`config.mk`:
```
export PLATFORM = sky130hd
export DESIGN_NAME = pc_word_sequencer_flat
export DESIGN_NICKNAME = d
export VERILOG_FILES = /design/src/rtl/pc_word_sequencer_if.sv /design/src/rtl/pc_word_sequencer.sv /design/src/flat_wrapper.sv
export SDC_FILE = /design/constraint.sdc
export NUM_CORES = 1
export LEC_CHECK = 0
export ABC_AREA = 1
export CAP_MARGIN = 15
export CELL_PAD_IN_SITES_DETAIL_PLACEMENT = 1
export CELL_PAD_IN_SITES_GLOBAL_PLACEMENT = 2
export CORE_AREA = 10 10 145 147
export DETAILED_ROUTE_END_ITERATION = 10
export DIE_AREA = 0 0 155 157
export PLACE_DENSITY = 0.87
export SLEW_MARGIN = 30
export SYNTH_ARGS = -nofsm -noshare
export SYNTH_HDL_FRONTEND = slang
export SYNTH_SLANG_ARGS = --single-unit
```
`constraint.sdc`:
```
create_clock -name clk -period 4.1 [get_ports clk]
set_input_delay 1.025 -clock clk [delete_from_list [all_inputs] [get_ports clk]]
set_output_delay 1.025 -clock clk [all_outputs]
set_load 0.05 [all_outputs]
```
`src/rtl/pc_word_sequencer_if.sv`:
```
`default_nettype none
// ============================================================================
//  Module      : pc_word_sequencer_if
//  Description : Bundle between the IF-stage control (redirect requests and
//                stall) and the PC word sequencer (PC, fetch address, status).
//  Revision    : 1.0  initial release
// ============================================================================
interface pc_word_sequencer_if #(
  parameter int ADDR_W = 10
);
  // Requests from the pipeline control towards the sequencer
  logic              stall;
  logic              branch_taken;
  logic [31:0]       branch_target;
  logic              jump_en;
  logic [25:0]       jump_field;
  logic              jump_reg;
  logic [31:0]       reg_target;

  // Sequencer results towards the fetch stage and the rest of the pipe
  logic [31:0]       pc_byte;
  logic [31:0]       pc_plus4;
  logic [ADDR_W-1:0] imem_word_addr;
  logic              fetch_valid;
  logic [15:0]       redirect_cnt;
  logic              misalign;

  // Pipeline control side: issues requests, observes the PC
  modport master (
    output stall, branch_taken, branch_target, jump_en, jump_field,
           jump_reg, reg_target,
    input  pc_byte, pc_plus4, imem_word_addr, fetch_valid, redirect_cnt,
           misalign
  );

  // Sequencer side
  modport slave (
    input  stall, branch_taken, branch_target, jump_en, jump_field,
           jump_reg, reg_target,
    output pc_byte, pc_plus4, imem_word_addr, fetch_valid, redirect_cnt,
           misalign
  );
endinterface
`default_nettype wire

```
`src/rtl/pc_word_sequencer.sv`:
```
`default_nettype none
// ============================================================================
//  Module      : pc_word_sequencer
//  Description : IF-stage program counter. Holds the byte PC, picks the next
//                PC (jr > j > branch > +4), rebuilds jump targets from the
//                26-bit field, drives instruction memory with PC >> 2, marks
//                the wrong-path fetch after each redirect and counts redirects.
//  Options     : PC_MISALIGN_TRAP_EN - misaligned branch/jr targets load
//                TRAP_VECTOR and pulse misalign; otherwise the low two target
//                bits are cleared and misalign is tied low.
//  Revision    : 1.0  initial release
// ============================================================================
module pc_word_sequencer #(
  parameter int          ADDR_W      = 10,
  parameter logic [31:0] RESET_PC    = 32'h0000_0000,
  parameter logic [31:0] TRAP_VECTOR = 32'h0000_0180
) (
  input  wire logic            clk,
  input  wire logic            rst,
  pc_word_sequencer_if.slave   bus
);

  typedef enum logic [1:0] {
    ST_BOOT   = 2'd0,
    ST_RUN    = 2'd1,
    ST_BUBBLE = 2'd2
  } state_t;

  state_t      r_state;
  logic [31:0] r_pc;
  logic [15:0] r_cnt;
  logic        r_fetch_valid;

  logic [31:0] w_pc_plus4;
  logic [31:0] w_jump_target;
  logic [31:0] w_raw_target;
  logic [31:0] w_next_target;
  logic        w_redirect;
  logic        w_data_sel;
  logic        w_lo_bad;
  logic        w_trap;

  // Next-PC candidates and the prioritised redirect target
  always_comb begin
    w_pc_plus4    = r_pc + 32'd4;
    w_jump_target = {r_pc[31:28], bus.jump_field, 2'b00};
    w_redirect    = bus.jump_reg | bus.jump_en | bus.branch_taken;
    // A data-sourced target (jr or branch) is the only kind that can be
    // misaligned; the jump target is built with 2'b00 at the bottom.
    w_data_sel    = bus.jump_reg | (~bus.jump_en & bus.branch_taken);
    if (bus.jump_reg) begin
      w_raw_target = bus.reg_target;
    end else if (bus.jump_en) begin
      w_raw_target = w_jump_target;
    end else begin
      w_raw_target = bus.branch_target;
    end
    w_lo_bad = w_data_sel & (w_raw_target[1:0] != 2'b00);
`ifdef PC_MISALIGN_TRAP_EN
    w_trap        = w_lo_bad;
    w_next_target = w_trap ? TRAP_VECTOR : w_raw_target;
`else
    w_trap        = 1'b0;
    w_next_target = {w_raw_target[31:2], 2'b00};
`endif
  end

  // Sequencer FSM: PC, state, fetch-valid flag and saturating redirect count
  always_ff @(posedge clk) begin
    if (rst) begin
      r_state       <= ST_BOOT;
      r_pc          <= RESET_PC;
      r_cnt         <= 16'd0;
      r_fetch_valid <= 1'b0;
    end else begin
      case (r_state)
        ST_BOOT: begin
          // First fetch after reset is issued from RESET_PC unchanged
          r_state       <= ST_RUN;
          r_fetch_valid <= 1'b1;
        end
        ST_RUN, ST_BUBBLE: begin
          if (!bus.stall) begin
            if (w_redirect) begin
              r_pc          <= w_next_target;
              r_state       <= ST_BUBBLE;
              r_fetch_valid <= 1'b0;
              if (r_cnt != 16'hFFFF) begin
                r_cnt <= r_cnt + 16'd1;
              end
            end else begin
              r_pc          <= w_pc_plus4;
              r_state       <= ST_RUN;
              r_fetch_valid <= 1'b1;
            end
          end
        end
        default: begin
          r_state       <= ST_BOOT;
          r_fetch_valid <= 1'b0;
        end
      endcase
    end
  end

`ifdef PC_MISALIGN_TRAP_EN
  logic r_misalign;

  // One-cycle pulse alongside the cycle the PC shows TRAP_VECTOR
  always_ff @(posedge clk) begin
    if (rst) begin
      r_misalign <= 1'b0;
    end else begin
      r_misalign <= (r_state != ST_BOOT) & ~bus.stall & w_redirect & w_trap;
    end
  end

  assign bus.misalign = r_misalign;
`else
  // Trap logic is absent: the vector and the trap decision have no sink
  localparam logic [31:0] c_unused_trap = TRAP_VECTOR;
  logic w_unused_trap;
  assign w_unused_trap = w_trap ^ w_lo_bad ^ (|c_unused_trap);
  assign bus.misalign  = 1'b0;
`endif

  assign bus.pc_byte        = r_pc;
  assign bus.pc_plus4       = w_pc_plus4;
  assign bus.imem_word_addr = r_pc[ADDR_W+1:2];
  assign bus.fetch_valid    = r_fetch_valid;
  assign bus.redirect_cnt   = r_cnt;

endmodule
`default_nettype wire
```
`src/flat_wrapper.sv`:
```
// flat-port wrapper written by rule: the top's interface ports become plain ports
module pc_word_sequencer_flat 
#(
  parameter int          ADDR_W      = 10,
  parameter logic [31:0] RESET_PC    = 32'h0000_0000,
  parameter logic [31:0] TRAP_VECTOR = 32'h0000_0180
)
  (clk, rst, bus_stall, bus_branch_taken, bus_branch_target, bus_jump_en, bus_jump_field, bus_jump_reg, bus_reg_target, bus_pc_byte, bus_pc_plus4, bus_imem_word_addr, bus_fetch_valid, bus_redirect_cnt, bus_misalign);
  pc_word_sequencer_if #(.ADDR_W(ADDR_W)) bus_i ();
  input  wire logic clk;
  input  wire logic rst;
  input wire logic [$bits(bus_i.stall)-1:0] bus_stall;
  input wire logic [$bits(bus_i.branch_taken)-1:0] bus_branch_taken;
  input wire logic [$bits(bus_i.branch_target)-1:0] bus_branch_target;
  input wire logic [$bits(bus_i.jump_en)-1:0] bus_jump_en;
  input wire logic [$bits(bus_i.jump_field)-1:0] bus_jump_field;
  input wire logic [$bits(bus_i.jump_reg)-1:0] bus_jump_reg;
  input wire logic [$bits(bus_i.reg_target)-1:0] bus_reg_target;
  output wire logic [$bits(bus_i.pc_byte)-1:0] bus_pc_byte;
  output wire logic [$bits(bus_i.pc_plus4)-1:0] bus_pc_plus4;
  output wire logic [$bits(bus_i.imem_word_addr)-1:0] bus_imem_word_addr;
  output wire logic [$bits(bus_i.fetch_valid)-1:0] bus_fetch_valid;
  output wire logic [$bits(bus_i.redirect_cnt)-1:0] bus_redirect_cnt;
  output wire logic [$bits(bus_i.misalign)-1:0] bus_misalign;
  assign bus_i.stall = bus_stall;
  assign bus_i.branch_taken = bus_branch_taken;
  assign bus_i.branch_target = bus_branch_target;
  assign bus_i.jump_en = bus_jump_en;
  assign bus_i.jump_field = bus_jump_field;
  assign bus_i.jump_reg = bus_jump_reg;
  assign bus_i.reg_target = bus_reg_target;
  assign bus_pc_byte = bus_i.pc_byte;
  assign bus_pc_plus4 = bus_i.pc_plus4;
  assign bus_imem_word_addr = bus_i.imem_word_addr;
  assign bus_fetch_valid = bus_i.fetch_valid;
  assign bus_redirect_cnt = bus_i.redirect_cnt;
  assign bus_misalign = bus_i.misalign;
  pc_word_sequencer #(.ADDR_W(ADDR_W), .RESET_PC(RESET_PC), .TRAP_VECTOR(TRAP_VECTOR)) u_core (.clk(clk), .rst(rst), .bus(bus_i));
endmodule
```
**After elaboration in Yosys (flattened, before gate mapping)**

Cells that the tools add are included.

- Register bits: 51
- Bits of input ports: 96

- $add $sub $neg: 2
- Eq/ne operators: 5
- Muxes and demuxes: 9
- Bitwise logic cells: 3
- Reductions and logical operators: 5

Operators by type and width:

| cell | count |
|---|---|
| two-way mux 32 bit | 3 |
| adder 32 x 3 -> 32 bit, second input constant | 1 |
| adder 16 x 1 -> 16 bit, second input constant | 1 |
| != test 16 bit, second input constant | 1 |
| two-way mux 2 bit | 2 |
| one-hot mux 2 bit (2 select lines) | 1 |
| AND reduction 4 bit | 1 |
| != test 3 bit, second input constant | 1 |
| AND reduction 3 bit | 1 |
| == test 2 x 1 -> 1 bit, second input constant | 1 |
| == test 2 bit, second input constant | 1 |
| logical NOT 2 bit | 1 |
| two-way mux 1 bit | 2 |
| != test 2 bit, second input constant | 1 |
| bitwise OR 1 bit | 2 |
| one-hot mux 1 bit (2 select lines) | 1 |
| AND reduction 2 bit | 1 |
| OR reduction 2 bit | 1 |
| inverter 1 bit | 1 |

**Longest topological paths before layout**

- Word-level depth: 5
- Mapped depth: 11
- Mapped depth without buffers: 11

**Worst setup path before layout**

OpenSTA, ideal clock, no wires.

- Path kind: reg-to-output
- Start: register u_core.r_pc[2], in the netlist u_core.bus.pc_byte[2]
- End: output bus_pc_plus4[17]
- Arrival time: 2.431 ns
- Required time: 3.075 ns
- Path slack: 0.644 ns
- Cell stages (with the launch flop): 6
- Buffers on the path: 0
- Cell sequence: dfxtp_1 -> inv_1 -> nor2_2 -> nand2_2 -> nor2_4 -> xor2_1

- Longest elaborated chain between the ends: 1

RTL lines:

| element | line | source |
|---|---|---|
| start, declared | pc_word_sequencer.sv:30 | `logic [31:0] r_pc;` |
| start signal, assigned | pc_word_sequencer.sv:85 | `r_pc <= w_next_target;` |
| start signal, assigned | pc_word_sequencer.sv:92 | `r_pc <= w_pc_plus4;` |
| adder 32 x 3 -> 32 bit | pc_word_sequencer.sv:45 | `w_pc_plus4 = r_pc + 32'd4;` |
| end, declared | flat_wrapper.sv:20 | `output wire logic [$bits(bus_i.pc_plus4)-1:0] bus_pc_plus4;` |

No other way between the ends.

**Final worst setup path**

- Start: register u_core.r_pc[2], in the netlist u_core.bus.pc_byte[2]
- End: output bus_pc_plus4[16]

Same word-level chain as after synthesis.

==> run metrics <==
commonest non-fill, non-tap cell in the layout nand2_1; layout cell share with drive strength beyond 1 5.50%; Routed WL 17300 um; critical path peak fanout 5; first-pass GRT wire length 26600 um; relative slew slack 61.3%; WP data arrival 2.69 ns; hold buffers post-CTS 0; RR Startpoint u_core.r_state[0]; initial antenna violation count 0; Hold Path End u_core.bus.redirect_cnt[14]; vias in the first global route 4611; CTS clk-pin slew, worst paths 0.07 ns; area taken by multi-input logic gates 0.00239 sq mm; worst vdd rail ir drop 159 uV; vias per inst 4.48; min Tclk post-route 3.72 ns; net switching fraction of the power 40.8%; dpl hpwl 13700 um; H-tree Lvls 2; ys async rst share 0%; gp weighted congestion 0.793; Setup TNS 0 ns; post_cts resized 0; register area share after synthesis 25.8%; Power Density 331 mW/mm^2; FMAX 269 MHz; drt drc 0; Antenna Violating Nets Remaining 0; CP Launch Type flip-flop; Gate Count Post-Synth 606; worst hold path startpoint u_core.bus.redirect_cnt[14]; crit path kind reg2out; status finished, final reports clean; WL/cell 17.4 um; Warnings, synthesis 0; worst reg-to-reg path cell count 10; top_reg_cell synth dfxtp_1; #FFs+latches synth 48; TritonRoute pass-1 iters 4; EDFF count, synth 0; Int Power 1.14 mW; worst slew pin tran 0.579 ns; antenna cell count 0; Clock Skews 0.00626 ns; largest net degree at the start of global routing 38; Die Span X 155 um; Root Buffer clkbuf_16; CTS tree yes; fin crit share 90.7%; Min-Delay Path Class reg2reg; clock latency on the worst-skew pair 0.31 ns; final hold vios 0; Die ar. 0.0243 sq mm; post-synth cell types 32; Final setup viols 0; Synth top area share 25.8%; Synth area leader dfxtp_1; Initial Util 20.3%; CP required 3.07 ns; Ports 188; Static Leak 2.15 nW; maxcap violations 0; GRT Total Usage 13.9%; Comb power frac 41.4%; vias post-DR 4467; Num CTS Buffers 5; Final Max Slew Viols 0; core area 0.0183 sq mm; Port Buffers 178; Design Area, Final 0.00582 sq mm; Syn Area/Cell 6.14 sq um; r2r setup slk 2.01 ns; Area Overhead vs Synth 56.4%; dominant cells by area after synthesis dfxtp_1 (26%), nand2_1 (22%), nand3_1 (7.0%), a21oi_1 (6.1%), a22oi_1 (5.2%); Seq pwr share 29.3%; Placement Rows 50; Die Ht 157 um; FF/Latch Area 961 sq um; clock share of power 29.3%; Post-CTS Setup Repair Bufs 0; RSZ-0062 raised after global routing no; clock sink count 48; fin nets 863; P_sw 0.785 mW; reg-to-reg endpoint u_core.bus.redirect_cnt[10]; clock buffer depth 2; endpoint class of the critical path primary output; fill count 2328; GR Overflow Total 0; hold path depth 2; Total Power 1.93 mW; commonest non-fill, non-tap cells in the layout nand2_1 (220), clkdlybuf4s50_1 (178), nand3_1 (52); Placed Area 0.00562 sq mm; Mapped Area 0.00372 sq mm; DR iter-0 viols 166
==> registers in the layout, summed over array words and instances (netlist names) <==
register,flops
u_core.bus.redirect_cnt,16
u_core.bus.pc_byte,30
u_core.r_state,2
==> layout make-up <==
| cell class | instances | area share, % |
|---|---|---|
| clock buffers | 5 | 2.15 |
| multi-input cells | 483 | 41.1 |
| well taps | 234 | 5.03 |
| clock inverters | 3 | 1.18 |
| repair buffers | 183 | 31.3 |
| flip-flops and latches | 48 | 16.5 |
| inverters | 42 | 2.71 |
==> power by group through the flow <==
| stage | Sequential (mW) | Clock, mW | Combinational, mW |
|---|---|---|---|
| 3_5_place_dp | 0.576 | 0 | 0.807 |
| 6_report | 0.564 | 0.565 | 0.796 |
| 4_1_cts | 0.566 | 0.589 | 0.810 |
| 2_1_floorplan | 0.681 | 0 | 0.387 |
| 5_1_grt | 0.574 | 0.600 | 0.853 |
| 3_3_place_gp | 0.575 | 0 | 0.805 |
==> worst max-delay path: stages (launching register included) <==
cell             delay (ns)
dfxtp_1                0.42
ha_1                   0.22
nand2_1                0.07
nor2_2                 0.18
nand3_1                0.18
nor2_2                 0.25
xor2_1                 0.22
clkdlybuf4s50_1        0.85
==> metal layers <==
layer	track usage (%)	up-vias	part of all wire [%]	wire, um
met1	15.8	2095	43	7470
met2	25.2	107	50	8690
li1	-	2255	-	-
met4	3.42	0	1.2	216
met5	0	-	0	0
met3	3.68	10	5.5	956
==> through the flow <==
step	hold slack (ns)	util, %	std cells	setup WS (ns)
4_1_cts	0.491	31.7	998	0.326
2_1_floorplan	0.465	-	610	0.644
3_3_place_gp	0.480	30.7	990	0.690
6_report	0.483	31.7	998	0.381
3_5_place_dp	0.479	30.7	990	0.682
5_1_grt	0.527	31.7	998	0.149
==> synth_stat cells (9+ instances only) <==
library cell / instances
a21oi_1: 45
a22oi_1: 26
buf_4: 16
clkbuf_1: 11
dfxtp_1: 48
inv_1: 37
nand2_1: 220
nand3_1: 52
nor2_1: 45
nor2_2: 10
o21ai_0: 12
xnor2_1: 9
xor2_1: 14
==> kinds of logic after synthesis <==
logic type / after synthesis / synth area share (%)
AND/OR/NAND/NOR: 363 / 43.1
AO/OA/AOI/OAI: 88 / 14.0
buffers and inverters: 79 / 10.3
flip-flops: 48 / 25.8
XOR/XNOR: 23 / 5.41
adder cells (fa/ha/maj): 4 / 1.35
other: 1 / 0.101
==> worst max-delay path by stage <==
stage                     startpoint  slack (ns)               end  cells after the start
5_1_grt        u_core.bus.pc_byte[2]        0.15  bus_pc_plus4[16]                      7
4_1_cts        u_core.bus.pc_byte[2]        0.33  bus_pc_plus4[16]                      7
3_3_place_gp   u_core.bus.pc_byte[2]        0.69  bus_pc_plus4[16]                      7
3_5_place_dp   u_core.bus.pc_byte[2]        0.68  bus_pc_plus4[16]                      7
2_1_floorplan  u_core.bus.pc_byte[2]        0.64  bus_pc_plus4[17]                      5
6_report       u_core.bus.pc_byte[2]        0.38  bus_pc_plus4[16]                      7
Power figures use the tool's default switching activity.
